==> src/rtl/adder_chain_ctrl.sv <==
// rtl/adder_chain_ctrl.sv - byte-serial wide adder sequencer driving an external registered 8-bit adder
//
// Purpose:
//   Adds two W-bit operands (W = 8*NBYTES) plus a carry-in by streaming one
//   byte pair at a time, least-significant byte first, through an external
//   8-bit adder whose sum and carry come back one clock after the operands.
//   Each byte takes two cycles (ISSUE then WAIT), so start sampled in cycle 0
//   yields the done pulse in cycle 2*NBYTES+1.
//
// Ports:
//   clock      in   rising-edge clock, shared with the adder stage
//   reset_n    in   asynchronous active-low reset
//   start      in   request, sampled only in IDLE or DONE
//   op_a       in   W   first operand, latched on accepted start
//   op_b       in   W   second operand, latched on accepted start
//   cin        in   carry-in, latched on accepted start
//   busy       out  high in ISSUE and WAIT
//   done       out  one-cycle pulse when result/cout are valid
//   result     out  W   assembled sum, bytes update as each WAIT closes
//   cout       out  final carry-out, updated on DONE entry
//   add_a      out  8   byte operand A to the adder stage (0 outside ISSUE)
//   add_b      out  8   byte operand B to the adder stage (0 outside ISSUE)
//   add_cin    out  carry-in to the adder stage (0 outside ISSUE)
//   add_sum    in   8   registered sum from the adder stage
//   add_carry  in   registered carry from the adder stage

module adder_chain_ctrl #(
  parameter int NBYTES = 4
) (
  input  logic                  clock,
  input  logic                  reset_n,
  input  logic                  start,
  input  logic [8*NBYTES-1:0]   op_a,
  input  logic [8*NBYTES-1:0]   op_b,
  input  logic                  cin,
  output logic                  busy,
  output logic                  done,
  output logic [8*NBYTES-1:0]   result,
  output logic                  cout,
  output logic [7:0]            add_a,
  output logic [7:0]            add_b,
  output logic                  add_cin,
  input  logic [7:0]            add_sum,
  input  logic                  add_carry
);

  localparam int W    = 8 * NBYTES;
  // Keep the index at least one bit wide so NBYTES=1 still elaborates.
  localparam int IDXW = (NBYTES > 1) ? $clog2(NBYTES) : 1;
  localparam logic [IDXW-1:0] LAST_IDX = IDXW'(NBYTES - 1);

  typedef enum logic [1:0] {
    IDLE  = 2'd0,
    ISSUE = 2'd1,
    WAIT  = 2'd2,
    DONE  = 2'd3
  } state_t;

  state_t          state;
  state_t          state_next;
  logic [W-1:0]    a_reg;
  logic [W-1:0]    b_reg;
  logic            creg;
  logic [IDXW-1:0] idx;
  logic            accept;
  logic            last_byte;

  // A start is honoured only when no chain is in flight, which is also what
  // keeps the latched operands stable mid-chain.
  assign accept    = start && ((state == IDLE) || (state == DONE));
  assign last_byte = (idx == LAST_IDX);

  always_ff @(posedge clock or negedge reset_n) begin
    if (!reset_n) begin
      state <= IDLE;
    end else begin
      state <= state_next;
    end
  end

  always_comb begin
    state_next = state;
    busy       = 1'b0;
    done       = 1'b0;
    add_a      = 8'h00;
    add_b      = 8'h00;
    add_cin    = 1'b0;
    case (state)
      IDLE: begin
        if (accept) begin
          state_next = ISSUE;
        end
      end
      ISSUE: begin
        busy       = 1'b1;
        add_a      = a_reg[{idx, 3'b000} +: 8];
        add_b      = b_reg[{idx, 3'b000} +: 8];
        add_cin    = creg;
        state_next = WAIT;
      end
      WAIT: begin
        busy       = 1'b1;
        state_next = last_byte ? DONE : ISSUE;
      end
      DONE: begin
        done       = 1'b1;
        state_next = accept ? ISSUE : IDLE;
      end
      default: begin
        state_next = IDLE;
      end
    endcase
  end

  // Datapath registers. result and cout are deliberately not cleared on a new
  // start: they hold the previous answer until this chain overwrites them.
  always_ff @(posedge clock or negedge reset_n) begin
    if (!reset_n) begin
      a_reg  <= '0;
      b_reg  <= '0;
      creg   <= 1'b0;
      idx    <= '0;
      result <= '0;
      cout   <= 1'b0;
    end else if (accept) begin
      a_reg <= op_a;
      b_reg <= op_b;
      creg  <= cin;
      idx   <= '0;
    end else if (state == WAIT) begin
      // The adder's registered outputs are valid during WAIT; the carry of
      // this byte becomes the carry-in of the next.
      result[{idx, 3'b000} +: 8] <= add_sum;
      creg                       <= add_carry;
      if (last_byte) begin
        cout <= add_carry;
      end else begin
        idx <= idx + 1'b1;
      end
    end
  end

endmodule

==> config.mk <==
export PLATFORM = sky130hd
export DESIGN_NAME = adder_chain_ctrl
export DESIGN_NICKNAME = d
export VERILOG_FILES = /design/src/rtl/adder_chain_ctrl.sv
export SDC_FILE = /design/constraint.sdc
export NUM_CORES = 1
export LEC_CHECK = 0
export CAP_MARGIN = 20
export CORE_UTILIZATION = 35
export DETAILED_ROUTE_END_ITERATION = 7
export SKIP_LAST_GASP = 1
export SLEW_MARGIN = 20
export SYNTH_ARGS = -nofsm -noshare
export SYNTH_HDL_FRONTEND = slang
export SYNTH_SLANG_ARGS = --single-unit
==> constraint.sdc <==
create_clock -name clock -period 4.4 [get_ports clock]
set_input_delay 0.66 -clock clock [delete_from_list [all_inputs] [get_ports clock]]
set_output_delay 0.66 -clock clock [all_outputs]
set_load 0.01 [all_outputs]
==> results.sh, run 1 <==
export IMPL_final_util_pct=49.0
export IMPL_portBuffers=128
export IMPL_yosysWarnings=0
export IMPL_clkTransAtPathRegs_ps=70
export IMPL_fin_setup_tns_ps=0
export IMPL_crit_chain="inv_1 -> ha_1 -> nand2_1 -> o22ai_1 -> clkdlybuf4s50_1"
export IMPL_finalNonFillerCells=633
export IMPL_antenna_found_initial=0
export IMPL_htreeDepth=3
export IMPL_yosys_most_used_dff="dfrtp_1"
export IMPL_regArea_um2=2550
export IMPL_wl_per_cell_um=16.2
export IMPL_worst_pin_slew_ps=1040
export IMPL_hold_buffers=0
export IMPL_setup_violations_final=0
export IMPL_multi_input_area_um2=1820
export IMPL_placed_cells=617
export IMPL_cts_tree="yes"
export IMPL_synth_cell_area_um2=4550
export IMPL_firstDrtPassIters=4
export IMPL_power_density_nw_per_um2=638
export IMPL_dpl_hpwl_mm=7.24
export IMPL_worstSetupEndpointType="output port"
export IMPL_place_area_um2=5910
export IMPL_post_synth_top_count_cell="dfrtp_1"
export IMPL_drv_cap=0
export IMPL_finalPower_w=0.00395
export IMPL_yosysSeqAreaShare_pct=56.2
export IMPL_relSlewSlack_pct=30.4
export IMPL_cts_resized=0
export IMPL_min_period_ps=3160
export IMPL_cts_buffer_depth=2
export IMPL_clk_latency_ps=340
export IMPL_cp_required_ps=3740
export IMPL_die_area_um2=13400
export IMPL_fmax_mhz=316
export IMPL_slowest_stage="clkdlybuf4s50_1"
export IMPL_synth_net_count=421
export IMPL_rsz0062_at_grt="false"
export IMPL_finalCritPeriodShare_pct=71.8
export IMPL_synth_top_cell_by_area="dfrtp_1"
export IMPL_overflow=0
export IMPL_path_max_fanout=16
export IMPL_maxSlewViolCount=0
export IMPL_drtIter0Drc=163
export IMPL_die_y_um=116
export IMPL_synth_common_cells="102 x dfrtp_1, 64 x mux2_2, 34 x mux2i_1"
export IMPL_grt_pass1_vias=3255
export IMPL_grt_pass1_wl_mm=16.5
export IMPL_fin_skew_ps=4.93
export IMPL_core_area_um2=12600
export IMPL_clkSinkCount=102
export IMPL_area_growth_syn_to_layout_pct=36.1
export IMPL_slowest_delay_ps=600
export IMPL_async_reset_ff_share_pct=100
export IMPL_vdd_ir_drop_worst_v=0.000307
export IMPL_reg2reg_slack_ps=1870
export IMPL_synth_edf_count=0
export IMPL_synth_top_area_share_pct=56.2
export IMPL_root_buffer="clkbuf_16"
export IMPL_die_w_um=116
export IMPL_synth_area_leaders="dfrtp_1 56%, mux2_2 16%, mux2i_1 7.5%"
export IMPL_synth_seq_cells=102
export IMPL_row_count=41
export IMPL_hold_violations=0
export IMPL_critPathLaunchType="flop"
export IMPL_drtAntennaViolNets=0
export IMPL_initial_core_util_pct=36.0
export IMPL_cts_setup_buffers=0
export IMPL_ys_types=27
export IMPL_syn_inst=334
export IMPL_status="completed"
export IMPL_grt_use_total_pct=16.1
export IMPL_ios=129
export IMPL_grt_max_degree=77
export IMPL_gp_congestion=0.762
export IMPL_fill_cells=1146
export IMPL_design_area_um2=6190
export IMPL_routed_wl_mm=10.2
export IMPL_cp_arrival_ps=2500
export IMPL_static_leakage_power_nw=2.54
export IMPL_drive_gt1_share_pct=19.3
export IMPL_drc=0
export IMPL_hp_class="primary input to async pin"
export IMPL_fin_nets=543
export IMPL_crit_type="flop to output port"
export IMPL_syn_avg_cell_area_um2=13.6
export IMPL_vias=3084
export IMPL_antenna_cells=0
export IMPL_vias_per_cell=4.87
export IMPL_cts_buffers=9
## through the flow
| stage | hold slack [ps] | setup WS [ps] |
|---|---|---|
| after global routing | 504 | 1060 |
| after floorplan | 364 | 2480 |
| final | 480 | 1240 |
| after CTS | 489 | 1210 |
| after global placement | 467 | 1670 |
| after detailed placement | 473 | 1610 |
## worst max-delay path: cells and delay by family, from the launching register on
| family | cells | cell delay, ps |
|---|---|---|
| DFF | 1 | 420 |
| buffers and inverters | 2 | 760 |
| AOI/OAI and AO/OA | 1 | 380 |
| and+or+nand+nor | 1 | 390 |
| adders and majority gates | 1 | 210 |
## area by class of cell
cell class / instances / area share, %
well taps: 172 / 3.48
flip-flops and latches: 102 / 41.3
clock inverters: 4 / 0.506
repair buffers: 131 / 21.0
clock buffers: 12 / 3.98
multi-input cells: 208 / 29.5
inverters: 4 / 0.243
## cells by family after synthesis
family	count (synthesis)	share of synthesized area, %
adder cells (fa/ha/maj)	10	2.75
XOR/XNOR	1	0.193
flip-flops	102	56.2
AND/OR/NAND/NOR	46	5.42
AO/OA/AOI/OAI	52	8.06
buffers and inverters	24	3.74
multiplexers	99	23.7
## where the power goes
| part | internal, W | switching, W |
|---|---|---|
| clock network | 0.000402 | 0.000349 |
| registers | 0.00133 | 0.000245 |
| logic | 0.000950 | 0.000673 |
## cell usage in the layout (no fill, tap or decap), types with 9 or more instances in the layout
master,netlist,routed
dfrtp_1,102,101
nand2_1,27,27
a22o_1,22,22
clkbuf_16,0,9
mux2_2,64,64
clkdlybuf4s50_1,0,127
ha_1,10,10
mux2i_1,34,34
o22ai_1,16,16
o21ai_0,12,12
## per-layer routing
layer | GRT usage [%] | routed length [µm] | vias up
met4 | 3.85 | 102 | 0
li1 | - | - | 1448
met1 | 20.6 | 4550 | 1532
met5 | 0 | 0 | -
met3 | 6.85 | 924 | 9
met2 | 25.3 | 4660 | 95
## worst paths after layout
path                           start          to  cells after the start
setup / recovery            state[1]    add_a[6]                      5
hold / removal               reset_n   result[0]                      1
setup reg to reg              idx[1]  result[27]                      5
hold reg to reg            result[7]   result[7]                      2
max in group asynchronous    reset_n    a_reg[4]                      2
min in group clock         result[7]   result[7]                      2
No activity file was read; power rests on OpenSTA's default activity.
==> inputs of run 2 (changes only) <==
==> constraint.sdc (replaced) <==
create_clock -name clock -period 2.7 [get_ports clock]
set_input_delay 0.405 -clock clock [delete_from_list [all_inputs] [get_ports clock]]
set_output_delay 0.405 -clock clock [all_outputs]
set_load 0.01 [all_outputs]
==> results.sh, run 2 (synthesis results as in run 1) <==
export IMPL_htreeDepth=3
export IMPL_core_area_um2=12600
export IMPL_antenna_found_initial=0
export IMPL_place_area_um2=5980
export IMPL_dpl_hpwl_mm=7.59
export IMPL_grt_pass1_vias=3269
export IMPL_r2r_cells=5
export IMPL_worstSetupEndpointType="output port"
export IMPL_cts_setup_buffers=0
export IMPL_crit_type="flop to output port"
export IMPL_drive_gt1_share_pct=21.5
export IMPL_drtAntennaViolNets=0
export IMPL_power_density_nw_per_um2=1060
export IMPL_grt_pass1_wl_mm=16.8
export IMPL_relSlewSlack_pct=61.1
export IMPL_wl_per_cell_um=16.4
export IMPL_cp_required_ps=2300
export IMPL_clkTransAtPathRegs_ps=70
export IMPL_portBuffers=128
export IMPL_design_area_um2=6320
export IMPL_worstSetupStartpoint="state[1]"
export IMPL_overflow=0
export IMPL_antenna_cells=0
export IMPL_ios=129
export IMPL_gp_congestion=0.750
export IMPL_vias_per_cell=4.80
export IMPL_p_comb_share_pct=42.2
export IMPL_clockPowerShare_pct=20.4
export IMPL_seqPwrFrac_pct=37.4
export IMPL_p_sw_share_pct=32.2
export IMPL_die_w_um=116
export IMPL_vdd_ir_drop_worst_v=0.000536
export IMPL_die_area_um2=13400
export IMPL_critPathLaunchType="flop"
export IMPL_hold_violations=0
export IMPL_reg2reg_slack_ps=820
export IMPL_timing_rr_start="idx[0]"
export IMPL_path_max_fanout=10
export IMPL_fin_setup_tns_ps=0
export IMPL_fin_nets=547
export IMPL_die_y_um=116
export IMPL_min_period_ps=2540
export IMPL_switching_power_w=0.00216
export IMPL_drtIter0Drc=140
export IMPL_maxSlewViolCount=0
export IMPL_firstDrtPassIters=4
export IMPL_drv_cap=0
export IMPL_status="completed"
export IMPL_initial_core_util_pct=36.0
export IMPL_finalCritPeriodShare_pct=94.2
export IMPL_rsz0062_at_grt="false"
export IMPL_cp_arrival_ps=2140
export IMPL_cts_buffer_depth=2
export IMPL_row_count=41
export IMPL_mostFrequentLayoutCell="clkdlybuf4s50_1"
export IMPL_grt_use_total_pct=16.7
export IMPL_hp_class="primary input to async pin"
export IMPL_area_growth_syn_to_layout_pct=39.0
export IMPL_setup_violations_final=0
export IMPL_routed_wl_mm=10.4
export IMPL_drc=0
export IMPL_fin_skew_ps=5.36
export IMPL_intPower_w=0.00454
export IMPL_vias=3057
export IMPL_fmax_mhz=393
export IMPL_cts_tree="yes"
export IMPL_worst_pin_slew_ps=584
export IMPL_hold_buffers=0
export IMPL_final_cell_mix="127 x clkdlybuf4s50_1, 101 x dfrtp_1, 64 x mux2_2"
export IMPL_clkSinkCount=102
export IMPL_root_buffer="clkbuf_16"
export IMPL_cts_buffers=9
export IMPL_clk_latency_ps=340
export IMPL_grt_max_degree=51
export IMPL_static_leakage_power_nw=2.61
## run 2: cell count changes in the layout (fill, tap and decap cells not counted), sizes merged
cell and delta:
bufinv +1, buf +4, clkinv +2, inv +2, clkbuf -2, clkinvlp -3
## run 2: worst paths after layout
kind | end
hold / removal | result[6]
max in group asynchronous | b_reg[11]
setup reg to reg | result[6]
min in group clock | result[13]
hold reg to reg | result[13]
setup / recovery | add_a[4]
## run 2: routing by layer
layer | share of wire, % | GRT usage, % | up-vias
li1 | - | - | 1464
met4 | 1.3 | 5.30 | 0
met5 | 0 | 0 | -
met1 | 43 | 21.1 | 1481
met2 | 47 | 26.2 | 101
met3 | 9.2 | 6.59 | 11
## run 2: critical path, stage by stage, from the launching register on
cell	delay, ps
dfrtp_1	430
inv_2	130
ha_4	180
nand2_4	100
buf_4	190
o22ai_1	200
clkdlybuf4s50_1	570
## run 2: power by group through the flow
stage | clock network, W | registers, W | logic (W)
after floorplan | 0 | 0.00248 | 0.00185
after global placement | 0 | 0.00250 | 0.00278
after detailed placement | 0 | 0.00253 | 0.00283
after CTS | 0.00140 | 0.00251 | 0.00286
after global routing | 0.00147 | 0.00260 | 0.00309
final | 0.00137 | 0.00250 | 0.00283
## run 2: what timing repair did
| item | CTS | global route |
|---|---|---|
| gates resized for setup | 5 | 3 |
| gates cloned | 0 | 0 |
| endpoints found under the setup margin | 11 | 10 |
## run 2: final cells by class
cell class	count	area [µm²]
Tap cell	172	215
Fill cell	1132	6300
Inverter	4	15.0
Sequential cell	102	2550
Timing Repair Buffer	135	1370
Clock inverter	6	76.3
Clock buffer	10	239
Multi-Input combinational cell	208	1850
## run 2: stage by stage
| step | utilization (%) | hold slack, ps | cells | total power, W | worst slack [ps] |
|---|---|---|---|---|---|
| 6_report | 50.1 | 57.0 | 637 | 0.00670 | 155 |
| 5_1_grt | 50.1 | 90.6 | 637 | 0.00716 | 39.0 |
| 4_1_cts | 50.0 | 75.8 | 637 | 0.00677 | 6.74 |
| 3_5_place_dp | 47.4 | 450 | 621 | 0.00536 | 229 |
| 3_3_place_gp | 47.4 | 439 | 621 | 0.00529 | 304 |
| 2_1_floorplan | - | 109 | 334 | 0.00433 | 781 |
